### config.mk
export PLATFORM = sky130hd
export DESIGN_NAME = seq_detect_ctrl_flat
export DESIGN_NICKNAME = d
export VERILOG_FILES = /design/src/rtl/seq_detect_ctrl_if.sv /design/src/rtl/seq_detect_ctrl.sv /design/src/flat_wrapper.sv
export SDC_FILE = /design/constraint.sdc
export NUM_CORES = 1
export LEC_CHECK = 0
export CAP_MARGIN = 10
export CORE_ASPECT_RATIO = 0.9
export CORE_MARGIN = 5
export CORE_UTILIZATION = 65
export DETAILED_ROUTE_END_ITERATION = 6
export DONT_BUFFER_PORTS = 1
export GPL_ROUTABILITY_DRIVEN = 0
export PLACE_DENSITY = 0.9
export SETUP_SLACK_MARGIN = 0.2
export SYNTH_ARGS = -nofsm -noshare
export SYNTH_HDL_FRONTEND = slang
export SYNTH_SLANG_ARGS = --single-unit
### constraint.sdc
create_clock -name clock -period 5.4 [get_ports clock]
set_clock_uncertainty 0.05 [all_clocks]
set_input_delay 0.54 -clock clock [delete_from_list [all_inputs] [get_ports clock]]
set_output_delay 0.54 -clock clock [all_outputs]
set_load 0.02 [all_outputs]
### src/rtl/seq_detect_ctrl_if.sv
// Configuration, run-control and serial-stream bundle for seq_detect_ctrl.
// The bench or host drives through master; the detector sits on slave.
interface seq_detect_ctrl_if #(
    parameter int MAX_LEN = 8,
    parameter int CNT_W   = 8
);
    logic               cfg_we;
    logic [MAX_LEN-1:0] cfg_pattern;
    logic [4:0]         cfg_len;
    logic               cfg_overlap;
    logic [CNT_W-1:0]   cfg_threshold;
    logic               cfg_err;

    logic               start;
    logic               stop;

    logic               bit_valid;
    logic               bit_in;
    logic               bit_ready;

    logic               detect_pulse;
    logic [CNT_W-1:0]   match_count;
    logic               done;
    logic               busy;

    modport master (
        output cfg_we, cfg_pattern, cfg_len, cfg_overlap, cfg_threshold,
        output start, stop, bit_valid, bit_in,
        input  cfg_err, bit_ready, detect_pulse, match_count, done, busy
    );

    modport slave (
        input  cfg_we, cfg_pattern, cfg_len, cfg_overlap, cfg_threshold,
        input  start, stop, bit_valid, bit_in,
        output cfg_err, bit_ready, detect_pulse, match_count, done, busy
    );
endinterface

### src/rtl/seq_detect_ctrl.sv
// Serial pattern detector with run control: counts matches of a configurable
// pattern (overlapping or not) and stops in DONE once a match threshold is hit.
module seq_detect_ctrl #(
    parameter int MAX_LEN = 8,
    parameter int CNT_W   = 8
) (
    input logic          clock,
    input logic          reset,
    seq_detect_ctrl_if.slave bus
);

    typedef enum logic [1:0] {
        IDLE = 2'd0,
        RUN  = 2'd1,
        DONE = 2'd2
    } state_t;

    state_t state, state_next;

    // Latched configuration; a run only ever looks at these copies.
    logic [MAX_LEN-1:0] pat_q;
    logic [4:0]         len_q;
    logic               ovl_q;
    logic [CNT_W-1:0]   thr_q;

    // Only MAX_LEN-1 past bits are kept: with the incoming bit that is a full window.
    logic [MAX_LEN-2:0] history;
    logic [4:0]         bits_seen;
    logic [CNT_W-1:0]   match_count;
    logic               detect_pulse;
    logic               cfg_err;

    logic [MAX_LEN-1:0] new_hist;
    logic [MAX_LEN-1:0] len_mask;
    logic [4:0]         seen_inc;
    logic [CNT_W-1:0]   count_inc;
    logic               accept;
    logic               hit;
    logic               thr_hit;
    logic               start_run;
    logic               cfg_idle;
    logic               cfg_bad;

    // NOTE: every signal written here gets a default first so no path leaves
    // it unassigned; otherwise synthesis infers a latch.
    always_comb begin
        state_next = state;
        len_mask   = '0;
        for (int i = 0; i < MAX_LEN; i++) begin
            len_mask[i] = (i < int'(len_q));
        end

        new_hist  = {history, bus.bit_in};
        seen_inc  = (bits_seen < 5'(MAX_LEN)) ? bits_seen + 5'd1 : bits_seen;
        count_inc = (&match_count) ? match_count : match_count + 1'b1;

        // stop outranks both start and an incoming bit.
        accept    = (state == RUN) && bus.bit_valid && !bus.stop;
        hit       = accept && (seen_inc >= len_q)
                    && (((new_hist ^ pat_q) & len_mask) == '0);
        thr_hit   = hit && (thr_q != '0) && (count_inc == thr_q);
        start_run = bus.start && !bus.stop && (state != RUN);

        cfg_idle  = (state == IDLE) && bus.cfg_we;
        cfg_bad   = cfg_idle && ((bus.cfg_len < 5'd2) || (bus.cfg_len > 5'(MAX_LEN)));

        case (state)
            IDLE: if (start_run) state_next = RUN;
            RUN: begin
                if (bus.stop)    state_next = IDLE;
                else if (thr_hit) state_next = DONE;
            end
            DONE: begin
                if (bus.stop)       state_next = IDLE;
                else if (bus.start) state_next = RUN;
            end
            default: state_next = IDLE;
        endcase
    end

    // NOTE: sequential state uses non-blocking assignments so every register
    // samples pre-edge values, independent of statement order.
    always_ff @(posedge clock) begin
        if (!reset) state <= IDLE;
        else        state <= state_next;
    end

    always_ff @(posedge clock) begin
        if (!reset) begin
            pat_q        <= '0;
            len_q        <= 5'd2;
            ovl_q        <= 1'b0;
            thr_q        <= '0;
            history      <= '0;
            bits_seen    <= '0;
            match_count  <= '0;
            detect_pulse <= 1'b0;
            cfg_err      <= 1'b0;
        end else begin
            detect_pulse <= hit;
            cfg_err      <= cfg_bad;

            if (cfg_idle && !cfg_bad) begin
                pat_q <= bus.cfg_pattern;
                len_q <= bus.cfg_len;
                ovl_q <= bus.cfg_overlap;
                thr_q <= bus.cfg_threshold;
            end

            if (start_run) begin
                history     <= '0;
                bits_seen   <= '0;
                match_count <= '0;
            end else if (accept) begin
                history   <= new_hist[MAX_LEN-2:0];
                // Non-overlap: forget the matched bits by restarting the fill count.
                bits_seen <= (hit && !ovl_q) ? 5'd0 : seen_inc;
                if (hit) match_count <= count_inc;
            end
        end
    end

    assign bus.bit_ready    = (state == RUN);
    assign bus.busy         = (state == RUN);
    assign bus.done         = (state == DONE);
    assign bus.detect_pulse = detect_pulse;
    assign bus.match_count  = match_count;
    assign bus.cfg_err      = cfg_err;

    a_done_not_ready: assert property (@(posedge clock) disable iff (!reset)
        bus.done |-> !bus.bit_ready);
    a_pulse_has_count: assert property (@(posedge clock) disable iff (!reset)
        detect_pulse |-> (match_count != '0));

endmodule
### src/flat_wrapper.sv
// flat-port wrapper written by rule: the top's interface ports become plain ports
module seq_detect_ctrl_flat 
#(
    parameter int MAX_LEN = 8,
    parameter int CNT_W   = 8
)
  (clock, reset, bus_cfg_we, bus_cfg_pattern, bus_cfg_len, bus_cfg_overlap, bus_cfg_threshold, bus_start, bus_stop, bus_bit_valid, bus_bit_in, bus_cfg_err, bus_bit_ready, bus_detect_pulse, bus_match_count, bus_done, bus_busy);
  seq_detect_ctrl_if #(.MAX_LEN(MAX_LEN), .CNT_W(CNT_W)) bus_i ();
  input logic clock;
  input logic reset;
  input wire logic [$bits(bus_i.cfg_we)-1:0] bus_cfg_we;
  input wire logic [$bits(bus_i.cfg_pattern)-1:0] bus_cfg_pattern;
  input wire logic [$bits(bus_i.cfg_len)-1:0] bus_cfg_len;
  input wire logic [$bits(bus_i.cfg_overlap)-1:0] bus_cfg_overlap;
  input wire logic [$bits(bus_i.cfg_threshold)-1:0] bus_cfg_threshold;
  input wire logic [$bits(bus_i.start)-1:0] bus_start;
  input wire logic [$bits(bus_i.stop)-1:0] bus_stop;
  input wire logic [$bits(bus_i.bit_valid)-1:0] bus_bit_valid;
  input wire logic [$bits(bus_i.bit_in)-1:0] bus_bit_in;
  output wire logic [$bits(bus_i.cfg_err)-1:0] bus_cfg_err;
  output wire logic [$bits(bus_i.bit_ready)-1:0] bus_bit_ready;
  output wire logic [$bits(bus_i.detect_pulse)-1:0] bus_detect_pulse;
  output wire logic [$bits(bus_i.match_count)-1:0] bus_match_count;
  output wire logic [$bits(bus_i.done)-1:0] bus_done;
  output wire logic [$bits(bus_i.busy)-1:0] bus_busy;
  assign bus_i.cfg_we = bus_cfg_we;
  assign bus_i.cfg_pattern = bus_cfg_pattern;
  assign bus_i.cfg_len = bus_cfg_len;
  assign bus_i.cfg_overlap = bus_cfg_overlap;
  assign bus_i.cfg_threshold = bus_cfg_threshold;
  assign bus_i.start = bus_start;
  assign bus_i.stop = bus_stop;
  assign bus_i.bit_valid = bus_bit_valid;
  assign bus_i.bit_in = bus_bit_in;
  assign bus_cfg_err = bus_i.cfg_err;
  assign bus_bit_ready = bus_i.bit_ready;
  assign bus_detect_pulse = bus_i.detect_pulse;
  assign bus_match_count = bus_i.match_count;
  assign bus_done = bus_i.done;
  assign bus_busy = bus_i.busy;
  seq_detect_ctrl #(.MAX_LEN(MAX_LEN), .CNT_W(CNT_W)) u_core (.clock(clock), .reset(reset), .bus(bus_i));
endmodule
# == Word level (Yosys, flattened, before mapping) ==
# Cells that the tools add are included.
# Widths: inputs -> output; s select.
# classes
n_eq_ne,7
order_cmp,12
n_mux,9
addsub,2
bitwise_logic,3
n_reduce_logical,23
# ops
operator,count
$lt 3x5->1 const A,4
$logic_and 1x1->1,12
$lt 1x5->1 const A,2
$lt 2x5->1 const A,2
$mux 2,5
$mux 5,2
$add 8x1->8 const B,1
$and 8x8->8,1
$eq 8x8->1,1
$logic_not 8->1,1
$mux 8,1
$reduce_and 8->1,1
$reduce_bool 8->1,1
$xor 8x8->8,1
$pmux 2 s3,1
$add 5x1->5 const B,1
$ge 5x5->1,1
$gt 5x4->1 const B,1
$lt 5x2->1 const B,1
$lt 5x4->1 const B,1
$ne 2x1->1 const B,2
$logic_not 1->1,3
$ne 3x2->1 const B,1
$ne 3x3->1 const B,1
8 further kinds,8
# word_totals
wordCells,66
out_inout_bits,13
register_bits,46

# == Depth between registers and ports, before layout ==
# logic_depth
word_depth,10
mapped_depth,11
ltp_nobuf,10

# == Worst setup path after synthesis ==
# No wires, ideal clock.
# synth_path
kind,reg2reg
start,register u_core.bits_seen[4]
end,"register u_core.match_count[0], in the netlist u_core.bus.match_count[0]"
slack_ns,2.843
period_less_slack_ns,2.557
arrival_ns,2.438
n_path_buf,0
path_stages_with_launch,10
setup_ns,0.069
cell_sequence,dfxtp_1 > nor2_1 > mux2_2 > ha_1 > o21ai_0 > o21ai_0 > a21oi_1 > or3_4 > or4_1 > o21ai_1
# synth_between
elab_chain_cells,6
word_cells_on_any_way,7
# synth_lines
element,line_no,source
from (decl),seq_detect_ctrl.sv:28,logic [4:0] bits_seen;
from (signal assigned),seq_detect_ctrl.sv:117,bits_seen <= (hit && !ovl_q) ? 5'd0 : seen_inc;
$add 5x1->5 or $lt 5x4->1 (tied branches),seq_detect_ctrl.sv:54,seen_inc = (bits_seen < 5'(MAX_LEN)) ? bits_seen + 5'd1 : bits_seen;
$mux 5 *,seq_detect_ctrl.sv:54,
$ge 5x5->1 *,seq_detect_ctrl.sv:59,hit = accept && (seen_inc >= len_q)
$logic_and 1x1->1 *,seq_detect_ctrl.sv:59,
$logic_and 1x1->1 *,seq_detect_ctrl.sv:60,&& (((new_hist ^ pat_q) & len_mask) == '0);
$reduce_and 2->1 (no line) *,n/a,
to (signal assigned),seq_detect_ctrl.sv:118,if (hit) match_count <= count_inc;
to (decl),seq_detect_ctrl.sv:29,logic [CNT_W-1:0] match_count;
# Every way passes the cells marked *; elsewhere a longest branch is shown, timed or not.
# A chain may end at the register's enable or synchronous reset.

# == Worst setup path after layout ==
# layout_path
start,"register u_core.match_count[0], in the netlist u_core.bus.match_count[0]"
end,register u_core.state[0]
# layout_between
elab_chain_cells,6
word_cells_on_any_way,7
# layout_lines
element,line_no,source
$add 8x1->8 or $reduce_and 8->1 (tied branches),seq_detect_ctrl.sv:55,count_inc = (&match_count) ? match_count : match_count + 1'b1;
$mux 8 *,seq_detect_ctrl.sv:55,
$eq 8x8->1 *,seq_detect_ctrl.sv:61,thr_hit = hit && (thr_q != '0) && (count_inc == thr_q);
$logic_and 1x1->1 *,seq_detect_ctrl.sv:61,
$ne 3x2->1 (no line) *,n/a,
$reduce_and 3->1 (no line) *,n/a,
to (signal assigned),seq_detect_ctrl.sv:85,else state <= state_next;
to (decl),seq_detect_ctrl.sv:18,"state_t state, state_next;"
# Marks and branches as above.

==> metrics.cfg <==
[run_status]
status = complete, no violations

[yosys]
syn_area_per_cell_um2 = 8.53
post_synth_num_cell_types = 53
synth.yosys.seq_area_share_pct = 36.2
synth_area_leaders = dfxtp_1 36%, mux2i_1 8.3%, nor2b_1 5.7%
synth_warnings = 0
syn-cell-area_um2 = 2540
yosys_register_bits = 46
synth_edf_count = 0
synth_top_flop_cell = dfxtp_1
mappedNetlistNets = 334
syn_inst = 298
yosysTopAreaCellShare_pct = 36.2
synthArstFlopShare_pct = 0
post-synth-top-area-cell = dfxtp_1

[clock_network]
cts.reportedPaths.clkPinSlew_ns = 0.08
ctsResizeCount = 0
htreeDepth = 2
clock-sinks = 46
cts_buffer_depth = 2
cts_hold_buf = 0
clk_latency_ns = 0.30
number_of_buffers_inserted_by_post_cts_setup_repair = 0
cts_root_buf = clkbuf_8
cts_made_buffers = 5
tritoncts = yes

[floorplanning]
core_area_um2 = 3760
die_height_um = 69.3
fp-row-count = 21
die_w_um = 75.9
pin_count = 42
fp.dieArea_um2 = 5260
start_util_pct = 67.6

[critical_path]
crit_path_max_fanout = 9
category_of_the_worst_setup_path_capture_point = flop
worst-endpoint-arrival_ns = 3.07
worst_path_max_stage_delay_ns = 0.61
crit_path_cell_trace = ha_1 -> nand3_1 -> nor2_1 -> o21ai_0 -> a2111oi_0 -> nand4_1 -> nor3b_1
cp_slowest_cell = dfxtp_1
crit_type = reg -> reg
crit_family = simple AND/OR/NAND/NOR gates
worstPathBufferInverterCount = 0
setup.worst_path.start_class = flop
cp_data_required_time_ns = 5.54

[final_layout]
nFillCells = 314
final_layout_size_suffix_gt1_share_pct = 6.19
area_delta_synth_final_pct = 4.58
final_common_cell = dfxtp_1
antenna-diode-count = 0
mostFrequentLayoutCells = 46 x dfxtp_1, 27 x nand2_1, 23 x nor2b_1, 21 x a21oi_1, 21 x mux2i_1
finish.instance_area_um2 = 2660
design.final.nets = 326

[grt]
busiest_layer = met2
grt_pass1_wl_um = 9540
grt_overflow = 0
antenna_found_initial = 0
grt_use_met3_pct = 7.79
grt_util_met2_pct = 31.5
grt_usage_pct = 21.8
grt_pass1_vias = 1970
maximum_number_of_pins_on_one_net_before_global_route_repair = 28
grtUsageMet1_pct = 30.1

[placed_design]
io_buffers = 0
detailed_place.area_um2 = 2550
place_hpwl_um = 4200

[hold_path]
hp-class = in -> reg

[drt]
route.detailed.vias_per_inst = 6.28
overall_via_count_from_detail_route = 2115
detail_route.wirelength_um = 5660
routed_wire_length_per_instance_um = 16.8
first_iter_violations = 158
drc = 0
final_antenna_net_count = 0
drt_pass1_iterations = 4

[sta]
worst_pin_slew_ns = 1.06
setup_viol_count_final = 0
fmax_mhz = 342
layout_worst_path_cycle_share_pct = 54.1
setup_repair_after_global_routing_missed_its_margin = false
slew-limit-headroom_pct = 28.9
timing_max_transition_violations_final = 0
setup-tns-final_ns = 0
hold_viol_final = 0
min_period_ns = 2.92

[job]
maxCapViolations = 0

[pwr]
power_density_nw_per_um2 = 244
worst_ir_drop_vdd_mv = 0.144
leakage_power_uw = 0.000941

sequential cells by signal (all words and copies together) (netlist names):
register and count:
u_core.state 2, u_core.thr_q 8, u_core.bus.detect_pulse 1, u_core.bits_seen 5, u_core.bus.cfg_err 1, u_core.len_q 5
u_core.ovl_q 1, u_core.bus.match_count 8, u_core.history 7, u_core.pat_q 8
cell families (layout without fill, tap and decap cells):
| logic type | after synthesis | after routing | share of synthesized area (%) |
|---|---|---|---|
| simple gates | 117 | 117 | 25.2 |
| flops | 46 | 46 | 36.2 |
| buf+inv | 26 | 19 | 4.19 |
| mux | 23 | 23 | 9.16 |
| compound gates | 62 | 62 | 16.0 |
| xor+xnor | 17 | 17 | 5.86 |
| fa+ha+maj | 7 | 7 | 3.45 |
worst reg2reg max path, delay by kind of cell, from the launching register on:
family	cells	cell delay [ns]
compound gates	2	0.74
fa+ha+maj	1	0.42
flops	1	0.61
simple gates	4	0.99
layer usage:
metal  up-vias  wire, µm
met3         9       531
met4         0        53
met5         -         0
met1       974      2580
li1       1055         -
met2        77      2500
final cells by class:
| cell class | count | area, µm² | share of cell area (%) |
|---|---|---|---|
| Clock inverter | 2 | 37.5 | 1.41 |
| Inverter | 9 | 33.8 | 1.27 |
| Tap cell | 46 | 57.6 | 2.17 |
| Clock buffer | 6 | 72.6 | 2.73 |
| Sequential cell | 46 | 921 | 34.7 |
| Timing Repair Buffer | 2 | 15.0 | 0.565 |
| Multi-Input combinational cell | 226 | 1520 | 57.2 |
report_power, final:
group          leakage [µW]  internal (µW)  switching [µW]  total (µW)
combinational      0.000518           20.0            22.5        42.5
clock             0.0000514            138             116         254
sequential         0.000372            345            7.23         352
worst paths after layout:
path | startpoint | to | slack (ns) | cells after the start
hold reg to reg | u_core.history[6] | u_core.history[6] | 0.42 | 2
hold / removal | reset | u_core.len_q[1] | 0.29 | 1
setup / recovery | u_core.bus.match_count[0] | u_core.state[0] | 2.48 | 7
setup reg to reg | u_core.bus.match_count[0] | u_core.state[0] | 2.48 | 7
cells in the mapped netlist, types with 3 or more instances:
library cell	count
a21oi_1	21
a31o_2	3
and3_1	3
buf_2	4
clkbuf_1	12
dfxtp_1	46
ha_1	7
inv_1	9
mux2i_1	21
nand2_1	27
nand2b_1	4
nand3_1	9
nand4_1	5
nor2_1	20
nor2b_1	23
nor3_1	3
nor3b_1	4
o21ai_0	14
xnor2_1	5
xor2_1	12
stage by stage:
step                instances  hold WS, ns  util, %  total power (µW)  setup slack [ns]
global placement          329        0.404     67.8               401              2.65
finish                    337        0.287     70.7               649              2.48
CTS                       337        0.288     70.7               651              2.53
detailed placement        329        0.413     67.8               402              2.55
global route              337        0.282     70.7               677              2.29
floorplan                 298        0.392        -               395              2.84
Power figures use the tool's default switching activity.
